## src/rtl/bp_common_pkg.sv

```systemverilog
// rtl/bp_common_pkg.sv - shared TLB map record types, state encoding and entry-width macro
`define BP_TLB_ENTRY_WIDTH_MP(ptag_width) ((ptag_width) + 3)

package bp_common_pkg;

  localparam int vtag_width_gp = 27;
  localparam int ptag_width_gp = 28;

  typedef enum logic [1:0] {
    e_tlb_rec_fill  = 2'd0,
    e_tlb_rec_clear = 2'd1,
    e_tlb_rec_end   = 2'd2
  } bp_tlb_rec_op_e;

  // op is kept as raw bits so the reserved encoding 3 can still be carried
  typedef struct packed {
    logic [1:0]               op;
    logic                     tlb_sel;
    logic [vtag_width_gp-1:0] vtag;
    logic [ptag_width_gp-1:0] ptag;
    logic [2:0]               perm;
  } bp_tlb_rec_s;

  typedef enum logic [1:0] {
    e_seq_idle       = 2'd0,
    e_seq_issue      = 2'd1,
    e_seq_clear_wait = 2'd2,
    e_seq_done       = 2'd3
  } bp_tlb_seq_state_e;

  // perm is {x,w,r}; w without r is reserved, and an all-zero perm maps nothing
  function automatic logic perm_is_reserved(input logic [2:0] perm);
    return (perm == 3'b000) || (perm[1] && !perm[0]);
  endfunction

endpackage

```

## src/rtl/bp_tlb_fill_seq_sat_counter.sv

```systemverilog
// rtl/bp_tlb_fill_seq_sat_counter.sv - saturating up-counter for per-TLB fill counts
module bp_tlb_fill_seq_sat_counter #(
  parameter int width_p = 16
) (
  input  logic               clk_i,
  input  logic               reset_n_i,
  input  logic               up_i,
  output logic [width_p-1:0] count_o
);

  logic [width_p-1:0] count_q;
  logic [width_p-1:0] count_d;

  always_comb begin
    count_d = count_q;
    if (up_i && (count_q != {width_p{1'b1}})) begin
      count_d = count_q + width_p'(1);
    end
  end

  always_ff @(posedge clk_i or negedge reset_n_i) begin
    if (!reset_n_i) begin
      count_q <= '0;
    end else begin
      count_q <= count_d;
    end
  end

  assign count_o = count_q;

endmodule

```

## src/rtl/bp_tlb_fill_sequencer.sv

```systemverilog
// rtl/bp_tlb_fill_sequencer.sv - issues VM map records as ITLB/DTLB fill and clear strobes
// Optional: BP_TLB_FILL_SEQ_PERM_CHECK_EN drops fills carrying a reserved permission encoding.
module bp_tlb_fill_sequencer
  import bp_common_pkg::*;
#(
  parameter int vtag_width_p   = 27,
  parameter int ptag_width_p   = 28,
  parameter int clear_cycles_p = 4,
  parameter int count_width_p  = 16
) (
  input  logic                                       clk_i,
  input  logic                                       reset_n_i,

  input  logic                                       rec_v_i,
  output logic                                       rec_ready_o,
  input  logic [1:0]                                 rec_op_i,
  input  logic                                       rec_tlb_sel_i,
  input  logic [vtag_width_p-1:0]                    rec_vtag_i,
  input  logic [ptag_width_p-1:0]                    rec_ptag_i,
  input  logic [2:0]                                 rec_perm_i,

  input  logic                                       itlb_ready_i,
  output logic                                       itlb_fill_v_o,
  output logic                                       itlb_clear_o,
  output logic [vtag_width_p-1:0]                    itlb_vtag_o,
  output logic [`BP_TLB_ENTRY_WIDTH_MP(ptag_width_p)-1:0] itlb_entry_o,

  input  logic                                       dtlb_ready_i,
  output logic                                       dtlb_fill_v_o,
  output logic                                       dtlb_clear_o,
  output logic [vtag_width_p-1:0]                    dtlb_vtag_o,
  output logic [`BP_TLB_ENTRY_WIDTH_MP(ptag_width_p)-1:0] dtlb_entry_o,

  output logic [count_width_p-1:0]                   itlb_fill_count_o,
  output logic [count_width_p-1:0]                   dtlb_fill_count_o,
  output logic                                       done_o,
  output logic                                       error_o
);

  localparam int entry_width_lp = `BP_TLB_ENTRY_WIDTH_MP(ptag_width_p);
  localparam int wait_width_lp  = (clear_cycles_p > 1) ? $clog2(clear_cycles_p) : 1;

  bp_tlb_seq_state_e         state_q;
  logic [1:0]                op_q;
  logic                      sel_q;
  logic [vtag_width_p-1:0]   vtag_q;
  logic [ptag_width_p-1:0]   ptag_q;
  logic [2:0]                perm_q;
  logic [wait_width_lp-1:0]  wait_q;
  logic                      error_q;

  logic                      perm_bad;
  logic                      issue;
  logic                      target_ready;
  logic                      itlb_issue;
  logic                      dtlb_issue;
  logic [entry_width_lp-1:0] entry;

`ifdef BP_TLB_FILL_SEQ_PERM_CHECK_EN
  assign perm_bad = perm_is_reserved(rec_perm_i);
`else
  assign perm_bad = 1'b0;
`endif

  always_ff @(posedge clk_i or negedge reset_n_i) begin
    if (!reset_n_i) begin
      state_q <= e_seq_idle;
      op_q    <= 2'b00;
      sel_q   <= 1'b0;
      vtag_q  <= '0;
      ptag_q  <= '0;
      perm_q  <= 3'b000;
      wait_q  <= '0;
      error_q <= 1'b0;
    end else begin
      case (state_q)
        e_seq_idle: begin
          if (rec_v_i) begin
            if ((rec_op_i == e_tlb_rec_fill) && perm_bad) begin
              error_q <= 1'b1;
            end else if ((rec_op_i == e_tlb_rec_fill) || (rec_op_i == e_tlb_rec_clear)) begin
              op_q    <= rec_op_i;
              sel_q   <= rec_tlb_sel_i;
              vtag_q  <= rec_vtag_i;
              ptag_q  <= rec_ptag_i;
              perm_q  <= rec_perm_i;
              state_q <= e_seq_issue;
            end else if (rec_op_i == e_tlb_rec_end) begin
              state_q <= e_seq_done;
            end else begin
              error_q <= 1'b1;
            end
          end
        end
        e_seq_issue: begin
          if (target_ready) begin
            if (op_q == e_tlb_rec_clear) begin
              wait_q  <= wait_width_lp'(clear_cycles_p - 1);
              state_q <= e_seq_clear_wait;
            end else begin
              state_q <= e_seq_idle;
            end
          end
        end
        // counter value 0 is the last wait cycle, giving clear_cycles_p cycles in total
        e_seq_clear_wait: begin
          if (wait_q == '0) begin
            state_q <= e_seq_idle;
          end else begin
            wait_q <= wait_q - wait_width_lp'(1);
          end
        end
        e_seq_done: begin
          state_q <= e_seq_done;
        end
        default: begin
          state_q <= e_seq_idle;
        end
      endcase
    end
  end

  assign issue        = (state_q == e_seq_issue);
  assign target_ready = sel_q ? dtlb_ready_i : itlb_ready_i;
  assign itlb_issue   = issue && !sel_q;
  assign dtlb_issue   = issue && sel_q;
  assign entry        = {ptag_q, perm_q};

  assign itlb_fill_v_o = itlb_issue && itlb_ready_i && (op_q == e_tlb_rec_fill);
  assign itlb_clear_o  = itlb_issue && itlb_ready_i && (op_q == e_tlb_rec_clear);
  assign itlb_vtag_o   = itlb_issue ? vtag_q : '0;
  assign itlb_entry_o  = itlb_issue ? entry : '0;

  assign dtlb_fill_v_o = dtlb_issue && dtlb_ready_i && (op_q == e_tlb_rec_fill);
  assign dtlb_clear_o  = dtlb_issue && dtlb_ready_i && (op_q == e_tlb_rec_clear);
  assign dtlb_vtag_o   = dtlb_issue ? vtag_q : '0;
  assign dtlb_entry_o  = dtlb_issue ? entry : '0;

  assign rec_ready_o = (state_q == e_seq_idle);
  assign done_o      = (state_q == e_seq_done);
  assign error_o     = error_q;

  bp_tlb_fill_seq_sat_counter #(
    .width_p (count_width_p)
  ) u_itlb_count (
    .clk_i     (clk_i),
    .reset_n_i (reset_n_i),
    .up_i      (itlb_fill_v_o),
    .count_o   (itlb_fill_count_o)
  );

  bp_tlb_fill_seq_sat_counter #(
    .width_p (count_width_p)
  ) u_dtlb_count (
    .clk_i     (clk_i),
    .reset_n_i (reset_n_i),
    .up_i      (dtlb_fill_v_o),
    .count_o   (dtlb_fill_count_o)
  );

endmodule
```

## config.mk

```make
export PLATFORM = sky130hd
export DESIGN_NAME = bp_tlb_fill_sequencer
export DESIGN_NICKNAME = d
export VERILOG_FILES = /design/src/rtl/bp_common_pkg.sv /design/src/rtl/bp_tlb_fill_seq_sat_counter.sv /design/src/rtl/bp_tlb_fill_sequencer.sv
export SDC_FILE = /design/constraint.sdc
export NUM_CORES = 1
export LEC_CHECK = 0
export BUFFER_PORTS_ARGS = -buffer_cell sky130_fd_sc_hd__buf_2
export CAP_MARGIN = 5
export CORE_MARGIN = 2
export CORE_UTILIZATION = 52
export DETAILED_ROUTE_END_ITERATION = 8
export GPL_TIMING_DRIVEN = 0
export HOLD_SLACK_MARGIN = 0.02
export PLACE_DENSITY = 0.84
export SLEW_MARGIN = 20
export SYNTH_ARGS = -nofsm -noshare
export SYNTH_HDL_FRONTEND = slang
export SYNTH_SLANG_ARGS = --single-unit
```

## constraint.sdc

```tcl
create_clock -name clk_i -period 5.35 [get_ports clk_i]
set_clock_uncertainty 0.05 [all_clocks]
set_input_delay 0.535 -clock clk_i [delete_from_list [all_inputs] [get_ports clk_i]]
set_output_delay 0.535 -clock clk_i [all_outputs]
set_load 0.03 [all_outputs]
```

==> reports/metrics.csv <==
metric,value,unit
setup_slack,2.268,ns
synth_top_cell_by_area,dfrtp_1,
grt_setup_unrepaired,no,
yosys-top-cells-area,"dfrtp_1 (48%), mux2_2 (15%), and3_1 (7.5%)",
synth_top_cell_area_share,48.40,%
dr_total_vias,4327,
seqPwrFrac,59.4,%
core-area,0.009594,mm2
period_share,57.62,%
cts_setup_buffers,0,
drt_wl_total,13.36,mm
cts_hold_buf,0,
die-area,0.01055,mm2
critical_path_arrival,2.50,ns
switching_share,21.23,%
crit_path_start,state_q[1],
insertion_delay,0.35,ns
worstPathMaxFanout,10,
die_h,102.7,um
clock.fmax,0.3244,GHz
power_leakage,4.035,nW
outcome,completed,
power_switching,0.2643,mW
power_density,190.1,mW/mm2
drc,0,
place_ws,2.601,ns
synthDistinctLibCells,40,
synth_top_family_by_area,simple AND/OR/NAND/NOR gates,
crit_path_end_kind,primary output,
regToRegSetupSlack,3.10,ns
grt_overflow,0,
worstSetupEndpoint,itlb_entry_o[12],
worstPathRequired,4.76,ns
power_frac_comb,3.4,%
rr_worst_depth,6,
drt_iter0_markers,88,
rows,36,
grt_max_degree,52,
synth_cells,462,
peakVddDrop,0.1291,mV
diodes,0,
reg2reg_to,u_dtlb_count.count_o[13],
pwr-share-clk,37.2,%
cts_sinks,98,
htreeDepth,3,
first_pass_iters,5,
synth-simple-area-share,24.62,%
synth_fa_ha_area_share,2.222,%
r2r_start,state_q[1],
drv_slew,0,
antenna_found_initial,0,
wl_per_cell,16.12,um
utilization,68.26,%
cts-buffers-inserted,9,
vias_per_cell,5.220,
ys_seq_area_share,48.40,%
cts_root_buf,clkbuf_8,
crit_type,reg -> out,
final_cell_mix,"buf_2 (221), dfrtp_1 (98), mux2_2 (66)",
hold_slack,0.05378,ns
hold_path.class,in -> async,
final_area,0.006549,mm2
yosys.area_share.xor_xnor,4.494,%
grt_pass1_vias,4230,
hpwl,10.27,mm
cts_tree,done,
area_delta_synth_final,29.23,%
syn-num-nets,537,
cap_violations,0,
syn_area_per_cell,10.97,um2
layout_min_cycle_time,3.082,ns
hold_viol,0,
placed_area,0.006369,mm2
p_int,0.9805,mW
ys_seq_elements,98,
gp_congestion,0.8762,
synth_compound_area_share,2.272,%
clockBufferDepth,2,
cts_resized,0,
ant_nets,0,
port_buffers,220,
ioPinCount,221,
final.setup.tns,0,ns
clkSlewWorstSetupHoldPaths,0.08,ns
tightest_slew,0.5918,ns
fp.dieW,102.7,um
synth_mux_area_share,15.06,%
grt_pass1_wl,20.55,mm
syn_area,0.005067,mm2
drive_gt1_share,44.68,%
critPathLaunchType,register,
groute.usage.overall,25.12,%
yosysWarnings,0,
fin_nets,769,
initial_core_util,52.82,%
layout_commonest_cell,buf_2,
slew_headroom,60.54,%
setup_viol_count_final,0,
==> power by group through the flow <==
| stage | logic (mW) | clock network [mW] | registers [mW] |
|---|---|---|---|
| detailed placement | 0.0433 | 0 | 0.755 |
| CTS | 0.0432 | 0.472 | 0.740 |
| finish | 0.0421 | 0.463 | 0.740 |
| global route | 0.0484 | 0.504 | 0.740 |
| floorplan | 0.00132 | 0 | 0.755 |
| global placement | 0.0392 | 0 | 0.755 |
==> cell usage after synthesis, drive strengths merged <==
cell type  number
a41oi           2
mux2           66
nor3           10
buf             3
and2           59
nand4           9
a21oi           4
a211oi          1
a31oi           2
a222oi          1
and4            3
or4             1
a41o            1
nand2          18
dfrtp          98
xnor2           2
clkbuf         24
or3             1
a221oi          1
nor4           10
inv            11
o21ai           4
or2             5
nor2           10
xor2           24
mux2i           2
ha              9
or2b            1
nand3          11
a2111oi         1
and3           61
nor2b           2
nand3b          1
nor4b           1
nor3b           3
==> critical path, cell delays in order (launching register included) <==
cell and delay, ns:
dfrtp_1 0.42, inv_1 0.13, ha_1 0.24, nor2b_1 0.15, buf_4 0.17, clkbuf_1 0.32, clkbuf_1 0.31, and2_1 0.20
buf_2 0.20
==> flip-flops by register name, indices dropped and copies added, names as in the netlist <==
signal / cells
ptag_q: 28
vtag_q: 27
u_dtlb_count.count_o: 16
u_itlb_count.count_o: 16
perm_q: 3
op_q: 2
state_q: 2
wait_q: 2
error_o: 1
sel_q: 1
==> how the worst min path moves through the flow <==
stage / to / slack [ns] / cells after the start
after floorplan: error_o / 0.19 / 0
after global placement: error_o / 0.40 / 1
after detailed placement: error_o / 0.40 / 1
after CTS: u_dtlb_count.count_o[13] / 0.05 / 1
after global routing: u_dtlb_count.count_o[4] / 0.08 / 1
final: u_dtlb_count.count_o[13] / 0.05 / 1
==> stage by stage <==
stage / cells / total power [mW]
after floorplan: 462 / 0.7563
after global placement: 815 / 0.7940
after global routing: 829 / 1.292
final: 829 / 1.245
after CTS: 829 / 1.255
after detailed placement: 816 / 0.7980
==> layout make-up <==
class | instances | area [um2]
Sequential cell | 98 | 2452
Buffer | 27 | 107.6
Inverter | 11 | 41.29
Clock buffer | 10 | 137.6
Clock inverter | 3 | 42.54
Tap cell | 133 | 166.4
Multi-Input combinational cell | 326 | 2466
Fill cell | 761 | 3045
Timing Repair Buffer | 221 | 1135
==> logic make-up (layout without fill, tap and decap cells) <==
kind of cell	Yosys count	count (layout)
flip-flops	98	98
adder cells (fa/ha/maj)	9	9
buffers and inverters	38	272
AO/OA/AOI/OAI	17	17
multiplexers	68	68
AND/OR/NAND/NOR	206	206
XOR/XNOR	26	26
==> per-layer routing <==
metal / routed length, um / GRT usage (%) / vias up
met4: 276 / 9.128 / 0
met2: 6864 / 43.69 / 156
met1: 5380 / 30.33 / 2071
li1: - / - / 2073
met3: 839 / 6.102 / 27
met5: 0 / 0 / -
Note: power is estimated with default switching activity, not from simulation.
